## config.mk

```make
export PLATFORM = sky130hd
export DESIGN_NAME = fetch_unit
export DESIGN_NICKNAME = d
export VERILOG_FILES = /design/src/rtl/fetch_unit_pkg.sv /design/src/rtl/fetch_fifo.sv /design/src/rtl/fetch_unit.sv
export SDC_FILE = /design/constraint.sdc
export NUM_CORES = 1
export LEC_CHECK = 0
export BUFFER_PORTS_ARGS = -buffer_cell sky130_fd_sc_hd__buf_2
export CAP_MARGIN = 15
export CORE_MARGIN = 3
export CORE_UTILIZATION = 24
export DETAILED_ROUTE_END_ITERATION = 7
export SLEW_MARGIN = 40
export SYNTH_ARGS = -nofsm -noshare
export SYNTH_HDL_FRONTEND = slang
export SYNTH_SLANG_ARGS = --single-unit
```

## constraint.sdc

```tcl
create_clock -name clk -period 8.4 [get_ports clk]
set_input_delay 2.52 -clock clk [delete_from_list [all_inputs] [get_ports clk]]
set_output_delay 2.52 -clock clk [all_outputs]
set_load 0.02 [all_outputs]
```

## src/rtl/fetch_unit_pkg.sv

```systemverilog
// Shared constants, FSM state type and helpers for the instruction fetch stage.
package fetch_unit_pkg;

  localparam logic [31:0] RESET_PC_DEFAULT = 32'h0000_0000;
  localparam logic [31:0] INST_NOP         = 32'h0000_0013;

  typedef enum logic [1:0] {
    FS_BOOT   = 2'd0,
    FS_RUN    = 2'd1,
    FS_HALTED = 2'd2
  } fetch_state_e;

  function automatic logic [31:0] align_word(input logic [31:0] addr);
    return addr & ~32'h0000_0003;
  endfunction

endpackage

```

## src/rtl/fetch_fifo.sv

```systemverilog
// Small synchronous FIFO with flush; head output holds the last popped entry while empty.
module fetch_fifo #(
  parameter int               WIDTH     = 32,
  parameter int               DEPTH     = 2,
  parameter logic [WIDTH-1:0] RESET_VAL = '0
) (
  input  logic                     clk,
  input  logic                     rst_n,
  input  logic                     push,
  input  logic                     pop,
  input  logic                     flush,
  input  logic [WIDTH-1:0]         wdata,
  output logic [WIDTH-1:0]         rdata,
  output logic [$clog2(DEPTH):0]   count,
  output logic                     full,
  output logic                     empty
);

  localparam int AW = $clog2(DEPTH);
  localparam logic [AW:0] DEPTH_C = (AW+1)'(DEPTH);

  logic [WIDTH-1:0] mem [DEPTH];
  logic [AW-1:0]    wr_ptr_reg;
  logic [AW-1:0]    rd_ptr_reg;
  logic [AW:0]      count_reg;
  logic [WIDTH-1:0] last_reg;
  logic             do_pop;

  assign empty  = (count_reg == '0);
  assign full   = (count_reg == DEPTH_C);
  assign count  = count_reg;
  assign do_pop = pop && !empty;
  assign rdata  = empty ? last_reg : mem[rd_ptr_reg];

  always_ff @(posedge clk or negedge rst_n) begin
    if (!rst_n) begin
      wr_ptr_reg <= '0;
      rd_ptr_reg <= '0;
      count_reg  <= '0;
      last_reg   <= RESET_VAL;
    end else if (flush) begin
      wr_ptr_reg <= '0;
      rd_ptr_reg <= '0;
      count_reg  <= '0;
    end else begin
      if (push) wr_ptr_reg <= wr_ptr_reg + 1'b1;
      if (do_pop) begin
        rd_ptr_reg <= rd_ptr_reg + 1'b1;
        last_reg   <= mem[rd_ptr_reg];
      end
      case ({push, do_pop})
        2'b10:   count_reg <= count_reg + 1'b1;
        2'b01:   count_reg <= count_reg - 1'b1;
        default: count_reg <= count_reg;
      endcase
    end
  end

  // Storage carries no reset so it can map onto distributed/block RAM.
  always_ff @(posedge clk) begin
    if (push && !flush) mem[wr_ptr_reg] <= wdata;
  end

endmodule

```

## src/rtl/fetch_unit.sv

```systemverilog
// RV32I fetch stage: owns the PC, issues credit-limited imem reads and buffers
// {inst, pc} pairs toward decode; redirects flush buffered and in-flight words.
module fetch_unit
  import fetch_unit_pkg::*;
#(
  parameter logic [31:0] RESET_PC   = RESET_PC_DEFAULT,
  parameter int          FIFO_DEPTH = 2,
  parameter int          MAX_OUTST  = 2
) (
  input  logic        clk,
  input  logic        rst_n,
  output logic        imem_req_valid,
  input  logic        imem_req_ready,
  output logic [31:0] imem_req_addr,
  input  logic        imem_resp_valid,
  input  logic [31:0] imem_resp_data,
  output logic        inst_valid,
  input  logic        inst_ready,
  output logic [31:0] inst,
  output logic [31:0] inst_pc,
  input  logic        redirect_valid,
  input  logic [31:0] redirect_pc,
  input  logic        halt
);

  localparam int CW = $clog2(FIFO_DEPTH);
  localparam int OW = $clog2(MAX_OUTST);

  fetch_state_e state_reg, state_next;
  logic [31:0]  pc_reg, pc_next;
  logic [OW:0]  outst_reg, outst_next;
  logic [OW:0]  drop_reg, drop_next;

  logic         outst_ok, credit_ok, req_fire, pop_fire;
  logic         resp_push, resp_drop, pcq_pop;
  logic [CW:0]  buf_count;
  logic         buf_full, buf_empty;
  logic [63:0]  buf_rdata;
  logic [31:0]  pcq_head;
  logic [OW:0]  pcq_count;
  logic         pcq_full, pcq_empty;

  // Credit rule: every in-flight word must already own a buffer slot.
  assign outst_ok  = 32'(outst_reg) < 32'(MAX_OUTST);
  assign credit_ok = (32'(buf_count) + 32'(outst_reg)) < 32'(FIFO_DEPTH);
  assign req_fire  = imem_req_valid && imem_req_ready;
  assign imem_req_addr = pc_reg;

  assign resp_drop = imem_resp_valid && (drop_reg != '0);
  assign pcq_pop   = imem_resp_valid && (drop_reg == '0) && !pcq_empty;
  assign resp_push = imem_resp_valid && (drop_reg == '0) && !redirect_valid;

  assign inst_valid = !buf_empty && !redirect_valid;
  assign pop_fire   = inst_valid && inst_ready;
  assign inst       = buf_rdata[63:32];
  assign inst_pc    = buf_rdata[31:0];

  always_comb begin
    state_next     = state_reg;
    imem_req_valid = 1'b0;
    if (redirect_valid) begin
      state_next = halt ? FS_HALTED : FS_RUN;
    end else begin
      case (state_reg)
        FS_BOOT:   state_next = FS_RUN;
        FS_RUN:    if (halt) state_next = FS_HALTED;
        FS_HALTED: if (!halt) state_next = FS_RUN;
        default:   state_next = FS_BOOT;
      endcase
    end
    imem_req_valid = (state_reg == FS_RUN) && !redirect_valid && outst_ok && credit_ok;
  end

  always_comb begin
    pc_next    = pc_reg;
    outst_next = outst_reg;
    drop_next  = drop_reg;
    if (redirect_valid)  pc_next = align_word(redirect_pc);
    else if (req_fire)   pc_next = pc_reg + 32'd4;
    case ({req_fire, imem_resp_valid})
      2'b10:   outst_next = outst_reg + 1'b1;
      2'b01:   outst_next = outst_reg - 1'b1;
      default: outst_next = outst_reg;
    endcase
    // Everything still in flight at a redirect belongs to the abandoned path.
    if (redirect_valid)  drop_next = imem_resp_valid ? outst_reg - 1'b1 : outst_reg;
    else if (resp_drop)  drop_next = drop_reg - 1'b1;
  end

  always_ff @(posedge clk or negedge rst_n) begin
    if (!rst_n) begin
      state_reg <= FS_BOOT;
      pc_reg    <= RESET_PC;
      outst_reg <= '0;
      drop_reg  <= '0;
    end else begin
      state_reg <= state_next;
      pc_reg    <= pc_next;
      outst_reg <= outst_next;
      drop_reg  <= drop_next;
    end
  end

  fetch_fifo #(
    .WIDTH    (64),
    .DEPTH    (FIFO_DEPTH),
    .RESET_VAL({INST_NOP, RESET_PC})
  ) u_inst_buf (
    .clk  (clk),
    .rst_n(rst_n),
    .push (resp_push),
    .pop  (pop_fire),
    .flush(redirect_valid),
    .wdata({imem_resp_data, pcq_head}),
    .rdata(buf_rdata),
    .count(buf_count),
    .full (buf_full),
    .empty(buf_empty)
  );

  fetch_fifo #(
    .WIDTH    (32),
    .DEPTH    (MAX_OUTST),
    .RESET_VAL(RESET_PC)
  ) u_pc_queue (
    .clk  (clk),
    .rst_n(rst_n),
    .push (req_fire),
    .pop  (pcq_pop),
    .flush(redirect_valid),
    .wdata(pc_reg),
    .rdata(pcq_head),
    .count(pcq_count),
    .full (pcq_full),
    .empty(pcq_empty)
  );

  a_buf_no_overflow: assert property (@(posedge clk) disable iff (!rst_n)
    !(resp_push && buf_full && !pop_fire));
  a_pcq_no_overflow: assert property (@(posedge clk) disable iff (!rst_n)
    !(req_fire && pcq_full));
  a_outst_accounting: assert property (@(posedge clk) disable iff (!rst_n)
    (32'(pcq_count) + 32'(drop_reg)) == 32'(outst_reg));

endmodule

```

==> metrics.md <==
| Metric | Value |
|---|---|
| Layout cells sized above 1 | 0.1965 |
| Post_cts resized | 0 |
| Top cells by area, synth | edfxtp_1 (42%), dfrtp_1 (25%), mux2i_1 (7.0%) |
| Seq pwr share | 0.428 |
| Slowest stage delay, CP | ~0.37 ns |
| Die W | ~240 µm |
| Worst min-delay path startpoint | u_inst_buf.last_reg[21] |
| CTS tree | yes |
| FF+latch count, synth | 320 |
| Initial core utilization | 0.2441 |
| Postcts setup bufs | 0 |
| Largest net degree at the start of global routing | 93 |
| Max reg flops | between 100 and 150 |
| R2r worst-path depth | 8 |
| Final Max Tran Viols | 0 |
| Global-route wire length before repair | ~49 mm |
| Die height | 240.9 µm |
| Setup_tns | 0 ns |
| PwrDens | roughly 310 nW/µm² |
| Core region area | approximately 54000 µm² |
| Number of synthesized flops with an enable pin | around 180 |
| Skew-Pair Late Insertion Delay | 0.55 ns |
| CTS H-tree lvls | 2 |
| DRT Pass-1 Iters | 5 |
| Logic pwr share | 0.241 |
| Leading area contributor after synthesis | edfxtp_1 |
| Pleak | slightly above 6 nW |
| R2r setup slk | ~5 ns |
| Worst relative slew slack | 0.4504 |
| Ys async rst share | 0.4250 |
| Post-layout min period | around 6.1 ns |
| WP data arrival | roughly 3.5 ns |
| Worst Tran Pin Value | ~0.82 ns |
| Reg-to-Reg Start | outst_reg[0] |
| Top-area cell type share of the netlist area | 0.4174 |
| Clk sinks | between 300 and 400 |
| Most used cell along the critical path | buf_2 |
| Initial antenna violation count | 1 |
| Total number of vias | just under 9000 |
| Fmax achieved | between 0.15 and 0.2 GHz |
| Max Cap Viol | 0 |
| Synthesized instance count | 1091 |
| Register area share after synthesis | 0.6747 |
| Max Root-Sink Buffers | 3 |
| Max Clock Skew | ~0.027 ns |
| Syn Area/Cell | between 10 and 15 µm² |
| Sw Share | 0.3239 |
| Clock power share | 0.331 |
| Most common cell after layout, fill and taps aside | edfxtp_1 |
| Fin util | 0.2961 |
| Crit. End Element | primary output |
| Gr usage total | 0.1076 |
| Slowest CP cell | inv_1 |
| Most frequent cells in the layout | edfxtp_1 (184), buf_2 (161), nor2_1 (146) |
| GRT Residual Overflow | 0 |
| Die Footprint | 58020 µm² |
| CP Max Fanout | 13 |
| Final WL | approximately 32 mm |
| Clk root buf | clkbuf_16 |
| Internal power | approximately 3.4 mW |
| Final #Nets | between 1000 and 1500 |
| Ant diodes | 0 |
| RSZ-0062 raised after global routing | false |
| # IOs | roughly 170 |
| GP Congestion | roughly 0.76 |
| CP cell instances | buf_2 > inv_1 > and2_1 > buf_2 |
| Dominant synthesized flop cell | edfxtp_1 |
| Cell count along the critical path | 4 |
| Vias in the first global route | ~8500 |
| WP data required | just under 6 ns |
| Mapped cell area | 13240 µm² |
| Max VDD drop | roughly 100 µV |
| TritonCTS buffer count | 38 |
| CTS Hold Bufs | 0 |
| Final setup vio count | 0 |
| Final Hold Vio Count | 0 |
| Drt wl/cell | about 16 µm |
| Yosys cell types | 56 |
| Antenna-violating nets left | 0 |
| Critical path class | input port to primary output |
| I/O Buffers | 162 |
| Drt via density | 4.482 |
| Hpwl dp | a little over 20 mm |
| Startpoint Class | input port |
| Reg clk slew, reported paths | around 0.05 ns |
| Status | finished clean |
| Initial DRC count | 514 |
| Syn. warnings | 0 |
| CP Buf/Inv Count | 3 |
| Worst min path class | flop to flop |
| Syn-to-layout area delta | 21.32% |
| Tcrit/Tclk final | 0.7205 |
| # fillers | approximately 5500 |
| CP Launch Point | redirect_valid |
| NetSw | 1.633 mW |
| FP Rows | 85 |
| CP top delay family | buffers and inverters |
| Hold Crit Depth | 2 |
| DRC Markers | 0 |
logic make-up after synthesis:
group | share of synthesized area
simple gates | 0.1070
flops | 0.6747
compound gates | 0.1093
mux | 0.07031
buf+inv | 0.02609
xor+xnor | 0.007939
fa+ha+maj | 0.004348
other cells | 0.0002833
cells in the mapped netlist, drive strengths merged (2+ instances only):
master  instances
dfstp           3
or4             4
xor2            5
o311ai          6
a21oi         131
nand3          19
nor2          148
mux2i          93
ha              3
nor3b           3
a21o            5
and3            5
edfxtp        184
a221o           4
or2             2
a31o            2
nand4          10
and2           10
nor4            5
and4            2
xnor2           7
dfrtp         133
o21ai          85
nor2b           5
o211ai          9
inv             8
a31oi           6
clkbuf         42
buf            29
nand2          97
a32oi           4
nor3            5
or3             3
final cells by class:
| type | instances | area, µm² | area share |
|---|---|---|---|
| sequential | 320 | 8936 | 0.5564 |
| multi-input combinational | 695 | 4011 | 0.2497 |
| clock buffer | 53 | 1047 | 0.06520 |
| timing repair buffer | 174 | 928.4 | 0.05780 |
| tap | 696 | 870.8 | 0.05422 |
| clock inverter | 17 | 237.7 | 0.01480 |
| inverter | 8 | 30.03 | 0.001870 |
stage by stage:
stage	instance area (µm²)	power, mW	setup slack (ns)	hold WS, ns	cells
floorplan	13250	2.970	0.3620	0.4505	1094
global placement	14740	3.379	2.374	0.4623	1893
detailed placement	14760	3.424	2.363	0.4705	1893
CTS	16050	5.127	2.358	0.4834	1963
global route	16060	5.355	2.282	0.4966	1963
finish	16060	5.041	2.348	0.4787	1963
tightest hold or removal path: stages (launching register included):
cell,delay (ns)
dfrtp_1,0.34
nand2_1,0.04
o21ai_0,0.06
power groups by stage:
stage | sequential, mW | clock, mW | combinational, mW
2_1_floorplan | 2.16 | 0 | 0.812
3_3_place_gp | 2.17 | 0 | 1.21
3_5_place_dp | 2.19 | 0 | 1.24
4_1_cts | 2.16 | 1.73 | 1.24
5_1_grt | 2.19 | 1.80 | 1.37
6_report | 2.16 | 1.67 | 1.22
metal layers:
metal | part of all wire | GRT usage | routed length, µm
met5 | 0.00041 | 0 | 13
met4 | 0.017 | 0.02825 | 538
met2 | 0.44 | 0.1667 | 13930
met1 | 0.48 | 0.1505 | 15200
met3 | 0.061 | 0.02754 | 1920
worst paths after layout:
path,end
setup / recovery,inst_valid
max in group asynchronous,u_inst_buf.last_reg[31]
hold / removal,u_inst_buf.last_reg[21]
hold reg to reg,u_inst_buf.last_reg[21]
setup reg to reg,u_pc_queue.mem[0][30]
min in group asynchronous,imem_req_addr[2]
No activity file was read; power rests on OpenSTA's default activity.
